<file path="config.mk">
export PLATFORM = sky130hd
export DESIGN_NAME = switch_allocator
export DESIGN_NICKNAME = d
export VERILOG_FILES = /design/src/rtl/switch_allocator_pkg.sv /design/src/rtl/switch_allocator_rr_arbiter.sv /design/src/rtl/switch_allocator.sv
export SDC_FILE = /design/constraint.sdc
export NUM_CORES = 1
export LEC_CHECK = 0
export CELL_PAD_IN_SITES_DETAIL_PLACEMENT = 0
export CELL_PAD_IN_SITES_GLOBAL_PLACEMENT = 2
export CORE_MARGIN = 5
export CORE_UTILIZATION = 35
export DETAILED_ROUTE_END_ITERATION = 12
export PLACE_DENSITY_LB_ADDON = 0.1
export SETUP_SLACK_MARGIN = 0.3
export SYNTH_ARGS = -nofsm -noshare
export SYNTH_HDL_FRONTEND = slang
export SYNTH_SLANG_ARGS = --single-unit
</file>
<file path="constraint.sdc">
create_clock -name clk -period 7.1 [get_ports clk]
set_input_delay 1.42 -clock clk [delete_from_list [all_inputs] [get_ports clk]]
set_output_delay 1.42 -clock clk [all_outputs]
set_load 0.005 [all_outputs]
</file>
<file path="src/rtl/switch_allocator_pkg.sv">
// Shared router types: port encoding and flit labels used by the allocator
// and the rest of the mesh router.
package noc_params;

  localparam int PORT_NUM  = 5;
  localparam int PORT_SIZE = $clog2(PORT_NUM);

  typedef enum logic [PORT_SIZE-1:0] {
    LOCAL = 3'd0,
    NORTH = 3'd1,
    SOUTH = 3'd2,
    WEST  = 3'd3,
    EAST  = 3'd4
  } port_t;

  typedef enum logic [1:0] {
    HEAD     = 2'd0,
    BODY     = 2'd1,
    TAIL     = 2'd2,
    HEADTAIL = 2'd3
  } flit_label_t;

endpackage

</file>
<file path="src/rtl/switch_allocator_rr_arbiter.sv">
// Per-output round-robin arbiter with wormhole lock: free outputs arbitrate
// among head flits, locked outputs serve only their owner's body/tail flits.
module rr_arbiter #(
  parameter int PORT_NUM  = 5,
  parameter int PORT_SIZE = $clog2(PORT_NUM)
) (
  input  logic                 clk,
  input  logic                 rst_n,
  input  logic [PORT_NUM-1:0]  req,
  input  logic [PORT_NUM-1:0]  head_q,
  input  logic [PORT_NUM-1:0]  tail_q,
  input  logic                 ready,
  output logic [PORT_NUM-1:0]  grant,
  output logic                 valid,
  output logic [PORT_SIZE-1:0] idx
);

  typedef enum logic {FREE, LOCKED} lock_t;

  lock_t                lock_q, lock_d;
  logic [PORT_SIZE-1:0] owner_q, owner_d;
  logic [PORT_SIZE-1:0] ptr_q, ptr_d;
  logic [PORT_SIZE-1:0] win;
  logic [PORT_SIZE-1:0] cand;
  logic                 found;
  int                   j;

  always_ff @(posedge clk or negedge rst_n) begin
    if (!rst_n) begin
      lock_q  <= FREE;
      owner_q <= '0;
      ptr_q   <= '0;
    end else begin
      lock_q  <= lock_d;
      owner_q <= owner_d;
      ptr_q   <= ptr_d;
    end
  end

  always_comb begin
    found   = 1'b0;
    win     = '0;
    cand    = '0;
    j       = 0;
    lock_d  = lock_q;
    owner_d = owner_q;
    ptr_d   = ptr_q;

    if (lock_q == FREE) begin
      // Scan starting at ptr, wrapping, and keep the first head candidate.
      for (int k = 0; k < PORT_NUM; k++) begin
        j = int'(ptr_q) + k;
        if (j >= PORT_NUM) j = j - PORT_NUM;
        cand = PORT_SIZE'(j);
        if (!found && req[cand] && head_q[cand]) begin
          found = 1'b1;
          win   = cand;
        end
      end
    end else if (req[owner_q] && !head_q[owner_q]) begin
      found = 1'b1;
      win   = owner_q;
    end

    // Outputs are held low during reset even though state is already cleared.
    valid = found && ready && rst_n;
    idx   = valid ? win : '0;
    grant = '0;
    if (valid) grant[win] = 1'b1;

    if (valid) begin
      if (lock_q == FREE) begin
        ptr_d = (win == PORT_SIZE'(PORT_NUM - 1)) ? '0 : win + 1'b1;
        if (!tail_q[win]) begin
          lock_d  = LOCKED;
          owner_d = win;
        end
      end else if (tail_q[win]) begin
        lock_d = FREE;
      end
    end
  end

endmodule

</file>
<file path="src/rtl/switch_allocator.sv">
// Switch allocator: decodes per-(input, output) requests, runs one wormhole
// round-robin arbiter per output and drives crossbar selects and input grants.
module switch_allocator
  import noc_params::*;
#(
  parameter int PORT_NUM  = noc_params::PORT_NUM,
  parameter int PORT_SIZE = $clog2(PORT_NUM)
) (
  input  logic                                clk,
  input  logic                                rst_n,
  input  logic        [PORT_NUM-1:0]          request_i,
  input  port_t       [PORT_NUM-1:0]          out_port_i,
  input  flit_label_t [PORT_NUM-1:0]          flit_label_i,
  input  logic        [PORT_NUM-1:0]          downstream_ready_i,
  output logic        [PORT_NUM-1:0]          grant_o,
  output logic        [PORT_NUM-1:0]          out_valid_o,
  output logic        [PORT_NUM-1:0][PORT_SIZE-1:0] xbar_sel_o
);

  logic [PORT_NUM-1:0]                head_q;
  logic [PORT_NUM-1:0]                tail_q;
  logic [PORT_NUM-1:0][PORT_NUM-1:0]  req_mat;
  logic [PORT_NUM-1:0][PORT_NUM-1:0]  gnt_mat;

  // HEAD/HEADTAIL open a packet; TAIL/HEADTAIL close one.
  always_comb begin
    for (int i = 0; i < PORT_NUM; i++) begin
      head_q[i] = (flit_label_i[i] == HEAD) || (flit_label_i[i] == HEADTAIL);
      tail_q[i] = (flit_label_i[i] == TAIL) || (flit_label_i[i] == HEADTAIL);
    end
  end

  for (genvar o = 0; o < PORT_NUM; o++) begin : g_out
    for (genvar i = 0; i < PORT_NUM; i++) begin : g_in
      assign req_mat[o][i] = request_i[i] &&
                             (out_port_i[i] == PORT_SIZE'(o));
    end

    rr_arbiter #(
      .PORT_NUM  (PORT_NUM),
      .PORT_SIZE (PORT_SIZE)
    ) u_arb (
      .clk    (clk),
      .rst_n  (rst_n),
      .req    (req_mat[o]),
      .head_q (head_q),
      .tail_q (tail_q),
      .ready  (downstream_ready_i[o]),
      .grant  (gnt_mat[o]),
      .valid  (out_valid_o[o]),
      .idx    (xbar_sel_o[o])
    );
  end

  always_comb begin
    grant_o = '0;
    for (int o = 0; o < PORT_NUM; o++) grant_o = grant_o | gnt_mat[o];
  end

endmodule

</file>
==> results of run 1 <==
## synth_stat cells (31+ instances only)
| cell type | instances |
|---|---|
| inv_1 | 68 |
| nand2b_1 | 31 |
| o21ai_0 | 60 |
| dfrtp_1 | 35 |
| nor3_1 | 56 |
| nand2_1 | 98 |
| ha_1 | 57 |
| nand3_1 | 50 |
| a21oi_1 | 76 |
| nor2_1 | 124 |
| mux2i_1 | 35 |
## worst max-delay path by stage
| stage | from | endpoint | slack, ns | cells past startpoint |
|---|---|---|---|---|
| floorplan | flit_label_i[2] | grant_o[0] | 1.28 | 16 |
| global placement | flit_label_i[8] | grant_o[1] | -0.04 | 16 |
| detailed placement | flit_label_i[0] | grant_o[0] | -0.06 | 17 |
| CTS | flit_label_i[4] | grant_o[0] | 0.22 | 17 |
| global route | request_i[1] | grant_o[0] | 0.06 | 14 |
| finish | flit_label_i[2] | grant_o[0] | 0.21 | 18 |
## logic make-up after synthesis
logic type,count (synthesis),share of synthesized area
buffers and inverters,131,0.0634
and+or+nand+nor,563,0.340
AOI/OAI and AO/OA,400,0.329
adders and majority gates,62,0.0920
xor gates and xnor gates,21,0.0208
muxes,48,0.0566
DFF,35,0.0990
## critical path, cell delays in order
cell and delay, ns:
clkdlybuf4s50_1 0.51, inv_1 0.09, ha_4 0.31, and3b_2 0.25
nand2_1 0.13, nor4_1 0.34, mux2_4 0.22, o32ai_4 0.08
and2_1 0.18, a221oi_2 0.23, buf_4 0.16, o31ai_4 0.06
inv_1 0.10, nor4_2 0.05, buf_4 0.14, or4_1 0.52
a21o_1 0.20, clkdlybuf4s50_1 0.46
## cells in the final DEF (no fill, tap or decap), types with 50 or more instances in the layout
cell,n
o21ai_0,60
clkdlybuf4s50_1,57
buf_4,159
nor3_1,52
ha_1,52
nand3_1,50
inv_1,67
nand2_1,95
a21oi_1,71
nor2_1,118
## routing by layer
| metal | wire length, um | vias to the layer above | share of wire |
|---|---|---|---|
| met3 | 2040 | 60 | 0.056 |
| met4 | 703 | 0 | 0.019 |
| met5 | 0 | - | 0 |
| li1 | - | 5095 | - |
| met2 | 16600 | 348 | 0.46 |
| met1 | 16900 | 5013 | 0.47 |
## cell type report
type,count,area share
Clock buffer,5,0.0111
Clock inverter,3,0.00178
Multi-Input combinational cell,1094,0.686
Timing Repair Buffer,221,0.162
Inverter,73,0.0243
Sequential cell,35,0.0778
Tap cell,330,0.0367
## repair_timing
action | in CTS | in global routing
setup buffers | 11 | 4
gates cloned | 0 | 0
resized for setup | 41 | 31
endpoints found under the setup margin | 10 | 11
pin swaps | 11 | 12
## report_power, final
group | internal [W] | total, W | switching, W
combinational | 0.00232 | 0.00544 | 0.00312
clock | 0.000130 | 0.000235 | 0.000105
sequential | 0.000285 | 0.000454 | 0.000169
total | 0.00274 | 0.00613 | 0.00340
## per-stage QoR
stage | hold slack, ns | instance area (sq um) | util | instances
floorplan | 0.494 | 8840 | - | 1260
global placement | 0.531 | 10700 | 0.426 | 1738
detailed placement | 0.534 | 10700 | 0.426 | 1738
CTS | 0.551 | 11100 | 0.442 | 1757
global route | 0.561 | 11300 | 0.450 | 1761
finish | 0.557 | 11300 | 0.450 | 1761
## state kept, by name (all words and copies together), names as in the netlist
signal	count
g_out.u_arb.lock_q	5
g_out.u_arb.owner_q	15
g_out.u_arb.ptr_q	15
==> flow_summary.json, run 1 <==
{
  "grt_max_degree": 26,
  "h-tree-depth": 2,
  "worst-path-max-fanout": 5,
  "grt-ovfl-total": 0,
  "clock_sinks": 35,
  "hold_viol": 0,
  "regArea_sq_um": 876,
  "fin_crit_ns": 6.89,
  "fin_skew_ns": 0.00142,
  "ff2ff_path_depth": 15,
  "r2r-start": "g_out[1].u_arb.ptr_q[1]",
  "grt_use_met3": 0.0355,
  "top_usage_layer": "met2",
  "core_sq_mm": 0.0250,
  "avgSynthCellArea_sq_um": 7.02,
  "final_nets": 1529,
  "netlist_area_sq_mm": 0.00884,
  "row_count": 58,
  "cts_root_buf": "clkbuf_16",
  "min_path_type": "reg2reg",
  "die-area_sq_mm": 0.0285,
  "detail_route.wl_per_cell_um": 20.6,
  "gp_congestion": 0.943,
  "ys_ff_latch": 35,
  "clkTransAtPathRegs_ns": 0.06,
  "r2r-end": "g_out[1].u_arb.owner_q[2]",
  "clk_latency_ns": 0.30,
  "die_h_um": 169,
  "cts_buffers": 5,
  "drt_pass1_iterations": 5,
  "diodes": 0,
  "drc_errors": 0,
  "synth-edff-count": 0,
  "cap_violations": 0,
  "synth.distinct_cells": 101,
  "multi_input_area_sq_mm": 0.00773,
  "power_density_mw_per_mm2": 545,
  "grt_pass1_vias": 9772,
  "slew_headroom": 0.378,
  "wl_um": 36300,
  "met1_usage": 0.343,
  "viasPerCell": 5.97,
  "ys.flop_type": "dfrtp_1",
  "yosysTopAreaCell": "dfrtp_1",
  "nFillCells": 2638,
  "antenna_found_initial": 0,
  "numPortBuffers": 61,
  "drt_iter0_drc": 855,
  "setup_viol": 0,
  "r2r_setup_slack_ns": 2.33,
  "ys_seq_area_frac": 0.0990,
  "path_class": "in2out",
  "synth.top_cell.area_share": 0.0990,
  "layout-drive-gt1-share": 0.212,
  "cts_tree": "yes",
  "ant_nets": 0,
  "worst_setup_path_end_kind": "output port",
  "synth_top_cells_by_area": "dfrtp_1 9.9%, ha_1 8.1%, nor2_1 5.3%",
  "grt_pass1_wl_um": 56000,
  "arrival_ns": 5.47,
  "worst_slew_pin_slew_ns": 0.910,
  "ir_drop_uv": 309,
  "hold_end": "g_out[2].u_arb.owner_q[2]",
  "hpwlAfterDp_um": 29300,
  "die_x_um": 169,
  "dr_total_vias": 10500,
  "worst_ep_required_time_ns": 5.68,
  "p_leak_nw": 4.72,
  "worstHoldStart": "g_out[2].u_arb.owner_q[2]",
  "yosys_warnings": 0,
  "gr-usage-met2": 0.397,
  "setup_slack_ns": 0.209,
  "setup_tns_ns": 0,
  "place_ws_ns": -0.0650,
  "rsz0062_at_grt": "yes",
  "clk_path_buf_depth": 2,
  "io_pins": 62,
  "whs_path_depth": 1,
  "slew_violations": 0,
  "p_total_w": 0.00613,
  "track_usage": 0.243,
  "fmax_mhz": 145,
  "syn_nets": 1359,
  "async_flop_share": 1.00,
  "outcome": "complete, no violations",
  "cts_hold_buf": 0,
  "fin_crit_sh": 0.971,
  "start_util": 0.353,
  "start_kind": "input pin",
  "netlist_instances": 1260,
  "areaGrowthSynthToFinish_pct": 27.3
}
Power figures use the tool's default switching activity.
==> run 2: changes to the inputs <==
CORE_ASPECT_RATIO = 0.7   (was not set)
SETUP_SLACK_MARGIN = 0.2   (was 0.3)
==> flow_summary.json, run 2 (synthesized netlist as in run 1, its figures left out) <==
{
  "min_path_type": "reg2reg",
  "hold_viol": 0,
  "grt-ovfl-total": 0,
  "cap_violations": 0,
  "clkTransAtPathRegs_ns": 0.07,
  "areaGrowthSynthToFinish_pct": 28.8,
  "fin_skew_ns": 0.0142,
  "h-tree-depth": 2,
  "worstHoldStart": "g_out[2].u_arb.owner_q[2]",
  "largestRegisters": "g_out.u_arb.owner_q (15), g_out.u_arb.ptr_q (15), g_out.u_arb.lock_q (5)",
  "wl_um": 36900,
  "cts_buffers": 5,
  "cts_hold_buf": 0,
  "start_kind": "input pin",
  "gp_congestion": 0.966,
  "hpwlAfterDp_um": 29900,
  "rsz0062_at_grt": "no",
  "power_density_mw_per_mm2": 543,
  "ir_drop_uv": 328,
  "fin_crit_sh": 0.960,
  "clock_sinks": 35,
  "cts_root_buf": "clkbuf_16",
  "slew_violations": 0,
  "core_sq_mm": 0.0247,
  "drt_iter0_drc": 1193,
  "numPortBuffers": 61,
  "grt_pass1_wl_um": 55700,
  "fmax_mhz": 147,
  "final_nets": 1541,
  "io_pins": 62,
  "post_dp_cell_area_sq_mm": 0.0108,
  "hold_end": "g_out[2].u_arb.owner_q[2]",
  "row_count": 48,
  "r2r_setup_slack_ns": 2.17,
  "clk_path_buf_depth": 2,
  "outcome": "complete, no violations",
  "slew_headroom": 0.355,
  "dr_total_vias": 10600,
  "place_ws_ns": -0.317,
  "track_usage": 0.248,
  "whs_path_depth": 1,
  "diodes": 0,
  "fin_area_sq_mm": 0.0114,
  "fin_crit_ns": 6.81,
  "antenna_found_initial": 0,
  "clk_latency_ns": 0.29,
  "setup_viol": 0,
  "mostFrequentLayoutCell": "buf_4",
  "worst_slew_pin_slew_ns": 0.942,
  "ff2ff_path_depth": 18,
  "viasPerCell": 5.97,
  "die-area_sq_mm": 0.0286,
  "setup_slack_ns": 0.286,
  "r2r-start": "g_out[3].u_arb.ptr_q[1]",
  "drc_errors": 0,
  "worst_setup_path_end_kind": "output port",
  "ant_nets": 0,
  "die_x_um": 200,
  "grt_max_degree": 25,
  "worst_ep_required_time_ns": 5.68,
  "grt_pass1_vias": 9258,
  "arrival_ns": 5.39,
  "worst-path-max-fanout": 4,
  "nFillCells": 2557,
  "detail_route.wl_per_cell_um": 20.9,
  "cts_tree": "yes",
  "die_h_um": 143,
  "most-common-layout-cells": "169 x buf_4, 118 x nor2_1, 94 x nand2_1",
  "start_util": 0.357,
  "path_class": "in2out",
  "drt_pass1_iterations": 6,
  "p_leak_nw": 4.79,
  "r2r-end": "g_out[3].u_arb.owner_q[1]",
  "layout-drive-gt1-share": 0.225
}
-- run 2: cell types whose count changed in the layout (fill, tap and decap cells not counted), sizes merged --
| cell | delta |
|---|---|
| clkinvlp | -1 |
| clkbuf | +1 |
| buf | +12 |
| clkdlybuf4s50 | -1 |
| dlymetal6s2s | +1 |
-- run 2: critical path, stage by stage --
cell	delay (ns)
clkdlybuf4s50_1	0.51
inv_1	0.08
ha_4	0.30
buf_4	0.15
nor2b_1	0.36
nand2_1	0.16
a211oi_1	0.45
nor2_2	0.12
and3_1	0.21
and3_1	0.20
a211o_1	0.38
buf_4	0.18
nor2_1	0.15
a32oi_1	0.12
nand3_1	0.10
clkdlybuf4s50_1	0.52
-- run 2: layer usage --
layer,vias up,part of all wire,track usage
li1,5112,-,-
met1,4981,0.52,0.421
met2,444,0.38,0.327
met3,18,0.092,0.0406
met4,0,0.0062,0.0225
met5,-,0,0
-- run 2: final cells by class --
type / instances / area, sq um / share of cell area
well taps: 325 / 407 / 0.0357
clock buffers: 6 / 129 / 0.0113
inverters: 73 / 274 / 0.0241
repair buffers: 233 / 1920 / 0.169
clock inverters: 2 / 12.5 / 0.00110
multi-input cells: 1094 / 7770 / 0.682
flip-flops and latches: 35 / 876 / 0.0769
-- run 2: power by group --
group | internal, W | switching, W | leakage (nW)
Sequential | 0.000285 | 0.000176 | 0.430
Combinational | 0.00228 | 0.00321 | 4.29
Clock | 0.000130 | 0.000102 | 0.0669
-- run 2: through the flow --
stage	setup TNS [ns]	total power, W	cells	util	hold slack (ns)
global placement	-0.319	0.00563	1745	0.435	0.520
detailed placement	-0.317	0.00558	1745	0.435	0.523
CTS	0	0.00592	1759	0.449	0.542
finish	0	0.00619	1768	0.460	0.548
global route	0	0.00668	1768	0.460	0.554
floorplan	0	0.00394	1260	-	0.494
-- run 2: worst max path at each step --
| stage | start | end |
|---|---|---|
| floorplan | flit_label_i[2] | grant_o[0] |
| finish | flit_label_i[4] | grant_o[1] |
| global placement | flit_label_i[6] | grant_o[0] |
| CTS | flit_label_i[0] | grant_o[3] |
| global route | flit_label_i[9] | grant_o[0] |
| detailed placement | flit_label_i[6] | grant_o[0] |
-- run 2: timing repair --
action                     4_1_cts  5_1_grt
buffers inserted                 6        9
hold endpoints to repair         0        0
setup endpoints to repair        5        8
pin swaps                        6       18
resized for setup               37       51
==> run 3: changes to the inputs <==
--- a/config.mk
+++ b/config.mk
@@ -7,2 +7,3 @@
 export LEC_CHECK = 0
+export ABC_AREA = 1
 export CELL_PAD_IN_SITES_DETAIL_PLACEMENT = 0
@@ -11,3 +12,3 @@
 export CORE_MARGIN = 5
-export CORE_UTILIZATION = 35
+export CORE_UTILIZATION = 32
 export DETAILED_ROUTE_END_ITERATION = 12
@@ -15,2 +16,3 @@
 export SETUP_SLACK_MARGIN = 0.2
+export SLEW_MARGIN = 5
 export SYNTH_ARGS = -nofsm -noshare
--- a/constraint.sdc
+++ b/constraint.sdc
@@ -3,2 +3,2 @@
 set_output_delay 1.42 -clock clk [all_outputs]
-set_load 0.005 [all_outputs]
+set_load 0.1 [all_outputs]
==> flow_summary.json, run 3 <==
{
  "setup_viol": 0,
  "worst_ep_required_time_ns": 5.68,
  "dr_total_vias": 8999,
  "die_h_um": 142,
  "track_usage": 0.208,
  "start_kind": "input pin",
  "netlist_area_sq_mm": 0.00795,
  "cts_tree": "yes",
  "core_sq_mm": 0.0246,
  "synth_top_cells_by_area": "nand2_1 19%, nand3_1 12%, dfrtp_1 11%",
  "nFillCells": 2687,
  "avgSynthCellArea_sq_um": 5.86,
  "numPortBuffers": 61,
  "ys.flop_type": "dfrtp_1",
  "clkTransAtPathRegs_ns": 0.06,
  "final_nets": 1511,
  "yosys_warnings": 0,
  "rsz0062_at_grt": "no",
  "worst_slew_pin_slew_ns": 0.886,
  "worst-path-max-fanout": 11,
  "wl_um": 29800,
  "die-area_sq_mm": 0.0282,
  "fin_skew_ns": 0.00255,
  "arrival_ns": 5.06,
  "slew_headroom": 0.407,
  "ys_ff_latch": 35,
  "gp_congestion": 0.897,
  "ctsResizeCount": 0,
  "synth-edff-count": 0,
  "row_count": 48,
  "clock_sinks": 35,
  "hold_viol": 0,
  "io_pins": 62,
  "clk_latency_ns": 0.29,
  "worst_setup_path_end_kind": "output port",
  "areaGrowthSynthToFinish_pct": 13.5,
  "post-cts-setup-buffers": 0,
  "min_path_type": "reg2reg",
  "largestRegisters": "g_out.u_arb.owner_q (15), g_out.u_arb.ptr_q (15), g_out.u_arb.lock_q (5)",
  "path_class": "in2out",
  "h-tree-depth": 2,
  "antenna_found_initial": 0,
  "grt_pass1_vias": 7905,
  "yosysTopAreaCell": "nand2_1",
  "ant_nets": 0,
  "ys_top_cells_by_count": "403 x nand2_1, 198 x nand3_1, 170 x inv_1, 98 x nor2_1, 64 x nand4_1",
  "ys_seq_area_frac": 0.110,
  "most-common-layout-cells": "403 x nand2_1, 198 x nand3_1, 170 x inv_1",
  "grt_pass1_wl_um": 46700,
  "slew_violations": 0,
  "drt_pass1_iterations": 6,
  "synth_most_common_cell": "nand2_1",
  "cap_violations": 0,
  "cts_hold_buf": 0,
  "start_util": 0.324,
  "syn_nets": 1457,
  "layout-drive-gt1-share": 0.120,
  "drc_errors": 0,
  "synth.top_cell.area_share": 0.190,
  "grt_max_degree": 25,
  "fin_crit_sh": 0.913,
  "viasPerCell": 5.18,
  "setup_tns_ns": 0,
  "netlist_instances": 1358,
  "async_flop_share": 1.00,
  "hpwlAfterDp_um": 24700,
  "cts_buffers": 5,
  "cts_root_buf": "clkbuf_16",
  "fin_crit_ns": 6.48,
  "drt_iter0_drc": 757,
  "clk_path_buf_depth": 2,
  "detail_route.wl_per_cell_um": 17.1,
  "fmax_mhz": 154,
  "synth.distinct_cells": 57,
  "diodes": 0,
  "mostFrequentLayoutCell": "nand2_1",
  "outcome": "complete, no violations",
  "die_x_um": 198,
  "grt-ovfl-total": 0
}
==> run 3: changes by cell type in the layout (fill, tap and decap cells not counted), moves of 26 or more <==
cell and change:
nand2_1 +309, nand3_1 +150, buf_4 -147, inv_1 +104, a21oi_1 -58, nand4_1 +53
mux2i_1 -33, nand2_2 +33, nand2b_1 -30, nor3_1 -28, nor2b_1 -26
==> run 3: cell type report <==
class,count,area [sq um],area share
clock buffers,8,156,0.0173
inverters,198,751,0.0832
multi-input cells,1109,6210,0.688
flip-flops and latches,35,876,0.0971
well taps,325,407,0.0451
repair buffers,63,621,0.0688
==> run 3: metrics by stage <==
stage               utilization  worst slack (ns)  hold WS (ns)  std cells  area [sq um]
global placement          0.361             0.637         0.465       1730          8860
finish                    0.367             0.616         0.482       1738          9020
floorplan                     -             0.257         0.442       1358          7960
global route              0.367             0.329         0.539       1738          9020
detailed placement        0.361             0.662         0.460       1730          8860
CTS                       0.367             0.650         0.483       1738          9020
==> run 3: cells by family (layout without fill, tap and decap cells) <==
family	Yosys count	count (layout)	synth area share
AOI/OAI and AO/OA	137	137	0.112
adders and majority gates	62	62	0.102
DFF	35	35	0.110
xor gates and xnor gates	20	20	0.0230
buffers and inverters	214	269	0.110
and+or+nand+nor	890	890	0.543
==> run 3: path summary, 6_finish.rpt <==
kind                                            from                        end  slack, ns  depth (start not counted)
max                                  flit_label_i[2]                 grant_o[3]       0.62                         20
min                        g_out[4].u_arb.owner_q[2]  g_out[4].u_arb.owner_q[2]       0.48                          2
max reg2reg                  g_out[2].u_arb.ptr_q[0]  g_out[2].u_arb.owner_q[0]       2.98                         24
min reg2reg                g_out[4].u_arb.owner_q[2]  g_out[4].u_arb.owner_q[2]       0.48                          2
max in group asynchronous                      rst_n    g_out[0].u_arb.ptr_q[0]       5.26                          2
min in group asynchronous                      rst_n      g_out[4].u_arb.lock_q       1.08                          1
==> run 3: critical path, stage by stage <==
cell and delay, ns:
clkdlybuf4s50_1 0.48, inv_1 0.05, ha_1 0.61, nand4_1 0.43, nand2_1 0.18, nand3_1 0.08, nand2_1 0.08, nand2_1 0.06
nand2_1 0.15, nand4_4 0.15, nand2_1 0.10, inv_1 0.04, nand2_1 0.09, nand2_2 0.08, nand2_2 0.12, inv_1 0.09
nor2_1 0.28, nand2_1 0.13, o2111ai_1 0.20, buf_12 0.23
==> run 3: per-layer routing <==
layer	vias to the layer above	wire length, um	track usage
li1	4616	-	-
met1	4085	16600	0.359
met2	283	11000	0.270
met3	15	1990	0.0263
met4	0	209	0.0232
met5	-	0	0
Power of run 3 is left out: the tool's default activity adds up to more than one toggle a clock period on the data nets, which glitch-free logic cannot reach.
